## config.mk

```make
export PLATFORM = sky130hd
export DESIGN_NAME = tone_sequencer_flat
export DESIGN_NICKNAME = d
export VERILOG_FILES = /design/src/rtl/tone_sequencer_pkg.sv /design/src/rtl/tone_sequencer_if.sv /design/src/rtl/tone_sequencer_note_fifo.sv /design/src/rtl/tone_sequencer.sv /design/src/flat_wrapper.sv
export SDC_FILE = /design/constraint.sdc
export NUM_CORES = 1
export LEC_CHECK = 0
export BUFFER_PORTS_ARGS = -buffer_cell sky130_fd_sc_hd__buf_4
export CORE_MARGIN = 4
export CORE_UTILIZATION = 24
export CTS_CLUSTER_DIAMETER = 200
export DETAILED_ROUTE_END_ITERATION = 16
export PLACE_DENSITY = 0.47
export SETUP_SLACK_MARGIN = 0.2
export SLEW_MARGIN = 25
export SYNTH_ARGS = -nofsm -noshare
export SYNTH_HDL_FRONTEND = slang
export SYNTH_SLANG_ARGS = --single-unit
```

## constraint.sdc

```tcl
create_clock -name clk -period 9.5 [get_ports clk]
set_input_delay 0 -clock clk [delete_from_list [all_inputs] [get_ports clk]]
set_output_delay 0 -clock clk [all_outputs]
set_load 0.02 [all_outputs]
```

## src/rtl/tone_sequencer_pkg.sv

```systemverilog
// tone_seq_pkg: shared state encoding and note-entry widths for the tone sequencer
package tone_seq_pkg;
  localparam int PERIOD_W = 32;
  localparam int VOL_W = 4;
  typedef enum logic [1:0] {IDLE, LOAD, PLAY, GAP} state_t;
  function automatic int note_w(input int dur_w);
    return PERIOD_W + dur_w + VOL_W;
  endfunction
endpackage

```

## src/rtl/tone_sequencer_if.sv

```systemverilog
// tone_sequencer_if: host write port, playback control and freq_pwm-facing outputs
interface tone_sequencer_if
  import tone_seq_pkg::*;
#(
  parameter int DUR_W = 16,
  parameter int FIFO_DEPTH = 8
);
  logic wr_valid;
  logic wr_ready;
  logic [PERIOD_W-1:0] wr_period;
  logic [DUR_W-1:0] wr_duration;
  logic [VOL_W-1:0] wr_volume;
  logic start;
  logic stop;
  logic [PERIOD_W-1:0] clks_per_period;
  logic new_period;
  logic [VOL_W-1:0] volume;
  logic busy;
  logic note_done;
  logic [$clog2(FIFO_DEPTH):0] fifo_count;
  modport master (
    output wr_valid, wr_period, wr_duration, wr_volume, start, stop,
    input wr_ready, clks_per_period, new_period, volume, busy, note_done, fifo_count
  );
  modport slave (
    input wr_valid, wr_period, wr_duration, wr_volume, start, stop,
    output wr_ready, clks_per_period, new_period, volume, busy, note_done, fifo_count
  );
endinterface

```

## src/rtl/tone_sequencer_note_fifo.sv

```systemverilog
// note_fifo: single-clock note queue with valid/ready write, pop strobe and occupancy count
module note_fifo #(
  parameter int DEPTH = 8,
  parameter int W = 52
) (
  input  logic clk,
  input  logic reset,
  input  logic wr_valid,
  output logic wr_ready,
  input  logic [W-1:0] wr_data,
  input  logic pop,
  output logic [W-1:0] rd_data,
  output logic [$clog2(DEPTH):0] count
);
  localparam int AW = $clog2(DEPTH);
  logic [W-1:0] mem [DEPTH];
  logic [AW-1:0] wr_ptr, rd_ptr;
  logic push;
  assign wr_ready = count != (AW+1)'(DEPTH);
  assign push = wr_valid && wr_ready;
  assign rd_data = mem[rd_ptr];
  // storage is not reset; only pointers and count define validity
  always_ff @(posedge clk)
    if (push) mem[wr_ptr] <= wr_data;
  // pointers wrap naturally at the power-of-two depth
  always_ff @(posedge clk)
    if (reset) begin
      wr_ptr <= '0;
      rd_ptr <= '0;
      count <= '0;
    end else begin
      wr_ptr <= wr_ptr + AW'(push);
      rd_ptr <= rd_ptr + AW'(pop);
      count <= count + (AW+1)'(push) - (AW+1)'(pop);
    end
endmodule

```

## src/rtl/tone_sequencer.sv

```systemverilog
// tone_sequencer: plays queued notes into freq_pwm; define TONE_SEQ_GAP_EN for inter-note silence
module tone_sequencer
  import tone_seq_pkg::*;
#(
  parameter int FIFO_DEPTH = 8,
  parameter int DUR_W = 16,
  parameter int TICK_DIV = 100000,
  parameter int GAP_TICKS = 10
) (
  input logic clk,
  input logic reset,
  tone_sequencer_if.slave bus
);
  localparam int NW = note_w(DUR_W);
  localparam int PW = TICK_DIV > 1 ? $clog2(TICK_DIV) : 1;
  localparam logic [DUR_W-1:0] GAP_LAST = DUR_W'(GAP_TICKS - 1);
`ifdef TONE_SEQ_GAP_EN
  localparam bit GAP_EN = 1'b1;
`else
  localparam bit GAP_EN = 1'b0;
`endif
  state_t state, state_n;
  logic [NW-1:0] head;
  logic [DUR_W-1:0] head_dur, tick, tick_n, dur, dur_n;
  logic [PW-1:0] presc, presc_n;
  logic [PERIOD_W-1:0] period_n;
  logic [VOL_W-1:0] vol_n;
  logic pop, np_n, done_n, wrap;
  note_fifo #(.DEPTH(FIFO_DEPTH), .W(NW)) fifo (
    .clk(clk),
    .reset(reset),
    .wr_valid(bus.wr_valid),
    .wr_ready(bus.wr_ready),
    .wr_data({bus.wr_period, bus.wr_duration, bus.wr_volume}),
    .pop(pop),
    .rd_data(head),
    .count(bus.fifo_count)
  );
  assign head_dur = head[VOL_W +: DUR_W];
  assign wrap = presc == PW'(TICK_DIV - 1);
  assign bus.busy = state != IDLE;
  // next state and next output values; GAP is only reachable when the gap feature is built in
  always_comb begin
    state_n = state;
    period_n = bus.clks_per_period;
    vol_n = bus.volume;
    np_n = 1'b0;
    done_n = 1'b0;
    pop = 1'b0;
    presc_n = wrap ? '0 : presc + 1'b1;
    tick_n = wrap ? tick + 1'b1 : tick;
    dur_n = dur;
    case (state)
      IDLE: state_n = bus.start && !bus.stop && bus.fifo_count != '0 ? LOAD : IDLE;
      LOAD: begin
        pop = 1'b1;
        state_n = PLAY;
        period_n = head[NW-1 -: PERIOD_W];
        vol_n = head[VOL_W-1:0];
        dur_n = head_dur == '0 ? DUR_W'(1) : head_dur;
        np_n = 1'b1;
        presc_n = '0;
        tick_n = '0;
      end
      PLAY:
        if (wrap && tick == dur - 1'b1) begin
          done_n = 1'b1;
          presc_n = '0;
          tick_n = '0;
          state_n = GAP_EN ? GAP : bus.fifo_count != '0 ? LOAD : IDLE;
          np_n = GAP_EN || bus.fifo_count == '0;
          period_n = np_n ? '0 : bus.clks_per_period;
        end
      default:
        if (wrap && tick == GAP_LAST) state_n = bus.fifo_count != '0 ? LOAD : IDLE;
    endcase
    if (bus.stop && state != IDLE) begin
      state_n = IDLE;
      period_n = '0;
      np_n = 1'b1;
      done_n = 1'b0;
      pop = 1'b0;
    end
  end
  // state, counters and registered outputs
  always_ff @(posedge clk)
    if (reset) begin
      state <= IDLE;
      presc <= '0;
      tick <= '0;
      dur <= '0;
      bus.clks_per_period <= '0;
      bus.volume <= '0;
      bus.new_period <= 1'b0;
      bus.note_done <= 1'b0;
    end else begin
      state <= state_n;
      presc <= presc_n;
      tick <= tick_n;
      dur <= dur_n;
      bus.clks_per_period <= period_n;
      bus.volume <= vol_n;
      bus.new_period <= np_n;
      bus.note_done <= done_n;
    end
endmodule
```

## src/flat_wrapper.sv

```systemverilog
// flat-port wrapper written by rule: the top's interface ports become plain ports
module tone_sequencer_flat import tone_seq_pkg::*;
#(
  parameter int FIFO_DEPTH = 8,
  parameter int DUR_W = 16,
  parameter int TICK_DIV = 100000,
  parameter int GAP_TICKS = 10
)
  (clk, reset, bus_wr_valid, bus_wr_period, bus_wr_duration, bus_wr_volume, bus_start, bus_stop, bus_wr_ready, bus_clks_per_period, bus_new_period, bus_volume, bus_busy, bus_note_done, bus_fifo_count);
  tone_sequencer_if #(.DUR_W(DUR_W), .FIFO_DEPTH(FIFO_DEPTH)) bus_i ();
  input logic clk;
  input logic reset;
  input wire logic [$bits(bus_i.wr_valid)-1:0] bus_wr_valid;
  input wire logic [$bits(bus_i.wr_period)-1:0] bus_wr_period;
  input wire logic [$bits(bus_i.wr_duration)-1:0] bus_wr_duration;
  input wire logic [$bits(bus_i.wr_volume)-1:0] bus_wr_volume;
  input wire logic [$bits(bus_i.start)-1:0] bus_start;
  input wire logic [$bits(bus_i.stop)-1:0] bus_stop;
  output wire logic [$bits(bus_i.wr_ready)-1:0] bus_wr_ready;
  output wire logic [$bits(bus_i.clks_per_period)-1:0] bus_clks_per_period;
  output wire logic [$bits(bus_i.new_period)-1:0] bus_new_period;
  output wire logic [$bits(bus_i.volume)-1:0] bus_volume;
  output wire logic [$bits(bus_i.busy)-1:0] bus_busy;
  output wire logic [$bits(bus_i.note_done)-1:0] bus_note_done;
  output wire logic [$bits(bus_i.fifo_count)-1:0] bus_fifo_count;
  assign bus_i.wr_valid = bus_wr_valid;
  assign bus_i.wr_period = bus_wr_period;
  assign bus_i.wr_duration = bus_wr_duration;
  assign bus_i.wr_volume = bus_wr_volume;
  assign bus_i.start = bus_start;
  assign bus_i.stop = bus_stop;
  assign bus_wr_ready = bus_i.wr_ready;
  assign bus_clks_per_period = bus_i.clks_per_period;
  assign bus_new_period = bus_i.new_period;
  assign bus_volume = bus_i.volume;
  assign bus_busy = bus_i.busy;
  assign bus_note_done = bus_i.note_done;
  assign bus_fifo_count = bus_i.fifo_count;
  tone_sequencer #(.FIFO_DEPTH(FIFO_DEPTH), .DUR_W(DUR_W), .TICK_DIV(TICK_DIV), .GAP_TICKS(GAP_TICKS)) u_core (.clk(clk), .reset(reset), .bus(bus_i));
endmodule
```

==> flow_summary.ini <==
[floorplan]
design.die.area_mm2 = 0.08910
placeable_core_area_mm2 = 0.08369
die_height_um = 298.5
dieWidth_um = 298.5
placementRows = 106
start_util = 0.2420
pin_count = 101

[critical_path]
end_kind = register
critPathArrivalTime_ps = 4300
worstSetupPathType = register to register
cp-start-kind = register
rrSetupSlack_ps = 5700
timing.critical_path.required_ps = 10000
critical_path.reg2reg.endpoint = u_core.dur[5]
r2r-start = u_core.fifo.rd_ptr[1]
crit_fanout = 60
setup.worst_path.start = u_core.fifo.rd_ptr[1]
r2r_worst_path_depth = 8

[synthesis]
yosysTopAreaCellShare = 0.6168
post-synth-top-area-cell = edfxtp_1
synth_edf_count = 416
ys_seq_elements = 515
share_of_synthesized_registers_carrying_an_async_set_or_reset = 0
muxShareOfSynthArea = 0.1484
seq_area_frac_synth = 0.7146
synth_cell_type_count = 57
synthFlopType = edfxtp_1
synthesis.nets = 1234
yosys-top-cells-count = edfxtp_1, mux4_2, dfxtp_1, nand2_1, nor2_1
synthesis.instances = 1158
main_combinational_cell_family_by_area_after_synthesis = multiplexers
synthAdderAreaFrac = 0.01211
yosysMostFrequentCell = edfxtp_1
synth.cell_area_mm2 = 0.02025
synthesis.area_per_instance_um2 = 17.49
synth.yosys.warnings = 0
yosys.area_share.xor_xnor = 0.02292
simple_gate_share_of_the_synthesized_area = 0.05962
synth_compound_area_frac = 0.02514
synth_top_cells_by_area = edfxtp_1, mux4_2, dfxtp_1

[routing]
post_drt_wl_per_cell_um = 19.14
postRouteWirelength_um = 48210
drtPass1Iterations = 5
drcViolationCount = 0
final_antenna_net_count = 0
drt-vias-per-instance = 4.241
dr.first_iter.drc_count = 692
dr_total_vias = 10680

[global_routing]
via_count_of_the_first_global_routing_pass = 11080
grt_antenna_before_repair = 4
globalRoute.totalOverflow = 0
grt_first_pass_wirelength_um = 72730
globalRouteTotalUtil = 0.1068
grt_max_degree = 61

[cells_and_area]
stdcell_count = 2518
multi_input_area_mm2 = 0.005500
final_layout_size_suffix_gt1_frac = 0.2549
finish.net_count = 1410
area_overhead_vs_synth_pct = 23.38
fillers = 8221
seq_area_mm2 = 0.01449

[timing]
final_min_period_over_clock_period = 0.4002
grt_setup_unrepaired = false
max_freq_mhz = 263.0
setup_tns_ps = 0
min_period_ps = 3802
timing.slew.headroom = 0.3422
worst_pin_slew_ps = 986.6
timing.final.max_slew_violations = 0
setup_viol = 0
fin_worst_skew_ps = 34.12
hold-worst-slack_ps = 165.1
final_hold_viols = 0

[clock_network]
clockBufferDepth = 3
cts_tree = done
clock_sinks = 515
clock_insertion_delay_worst_skew_ps = 620
clock-root-buffer = clkbuf_16
clk_pin_slew_worst_paths_ps = 60
cts_buffers = 56
ctsHtreeMaxLevel = 2
post-cts-setup-buffer-count = 0
cts_hold_repair.buffers = 56
post_cts_resize_count = 0

[worst_hold_path]
worst_hold_path.num_cells = 2
timing.hold.worst_endpoint = u_core.fifo.mem[2][25]
worstHoldStart = bus_wr_period[5]
hold_path.class = primary input to register

[power]
swShare = 0.2751
clkPwrFrac = 0.364
comb_pwr_share = 0.206
power.net_switching_mw = 1.771
power_report.internal_total_mw = 4.666
peakVddDrop_mv = 0.1709
pwr-share-seq = 0.430
power.density_mw_per_mm2 = 257.6
power.leakage_nw = 7.950

[run]
maxCapViolCount = 0

[placement]
dp.cells = 2354
detailed_place_hpwl_um = 28090
port_buffer_count = 100
gp_routability_congestion = 0.7213

[run_status]
outcome = complete, no violations
[worst max-delay path by stage]
stage | to | slack, ps | cells past startpoint
2_1_floorplan | u_core.fifo.mem[0][0] | 4100 | 6
3_3_place_gp | u_core.dur[2] | 5580 | 8
3_5_place_dp | u_core.dur[6] | 5650 | 8
4_1_cts | u_core.dur[6] | 5670 | 8
5_1_grt | u_core.dur[2] | 5440 | 8
6_report | u_core.dur[5] | 5700 | 8
[power groups by stage]
| stage | registers [mW] | logic, mW | clock network [mW] |
|---|---|---|---|
| final | 2.77 | 1.33 | 2.34 |
| after CTS | 2.78 | 1.37 | 2.41 |
| after global routing | 2.79 | 1.46 | 2.52 |
| after global placement | 2.82 | 1.32 | 0 |
| after floorplan | 2.82 | 0.892 | 0 |
| after detailed placement | 2.82 | 1.33 | 0 |
[layer usage]
| metal | vias up | track usage | wire (um) | share of wire |
|---|---|---|---|---|
| met1 | 5520 | 0.1455 | 22040 | 0.46 |
| met4 | 4 | 0.02469 | 792 | 0.016 |
| met3 | 63 | 0.02368 | 2315 | 0.048 |
| met5 | - | 0 | 27 | 0.00056 |
| li1 | 4897 | - | - | - |
| met2 | 196 | 0.1743 | 23030 | 0.48 |
[sequential cells by signal (all words and copies together) (netlist names)]
signal,flops
u_core.fifo.rd_ptr,3
u_core.fifo.count,4
u_core.fifo.wr_ptr,3
u_core.tick,16
u_core.dur,16
u_core.presc,17
u_core.bus.clks_per_period,32
u_core.bus.new_period,1
u_core.bus.volume,4
u_core.bus.note_done,1
u_core.fifo.mem,416
u_core.state,2
[stage by stage]
stage          setup slack, ps  utilization  instance area, um^2  total power [mW]
3_3_place_gp              5585       0.2672                22370             4.137
2_1_floorplan             4104            -                20250             3.717
3_5_place_dp              5654       0.2673                22370             4.156
5_1_grt                   5441       0.2985                24980             6.770
6_report                  5698       0.2986                24990             6.437
4_1_cts                   5671       0.2985                24980             6.552
[layout make-up]
cell class / instances / area share
clock buffer: 73 / 0.06384
inverter: 20 / 0.003004
antenna: 3 / 0.0003004
sequential: 515 / 0.5797
tap: 1134 / 0.05678
clock inverter: 32 / 0.01828
timing repair buffer: 174 / 0.05803
multi-input combinational: 567 / 0.2201
[critical path, cell delays in order, from the launching register on]
cell and delay [ps]:
dfxtp_4 810, buf_4 820, mux4_2 450, or4_1 530, nor3_1 180, a31oi_1 60, o41a_1 370, nand2b_2 230
o21ai_0 130
[cells by family (layout without fill, tap and decap cells)]
kind of cell,Yosys count,in the layout
flops,515,515
simple gates,251,251
other cells,0,3
xor+xnor,53,53
buf+inv,76,299
mux,169,169
fa+ha+maj,19,19
compound gates,75,75
[cells in the final DEF, fill, tap and decap left out, drive strengths merged, types with 3 or more instances in the layout]
master         n
a211oi         7
a21o           3
a21oi          8
and2           3
and3           9
buf          118
bufinv         9
clkbuf        73
clkinv        16
clkinvlp       5
dfxtp         99
diode          3
dlygate4sd3   56
edfxtp       416
ha            18
inv           22
mux2          10
mux2i         55
mux4         104
nand2         77
nand2b         6
nand3         21
nand4         12
nor2          68
nor2b         11
nor3          15
nor4          11
o21ai         17
o22ai         24
or2            3
or3            3
or4            3
xnor2         29
xor2          24
No activity file was read; power rests on OpenSTA's default activity.
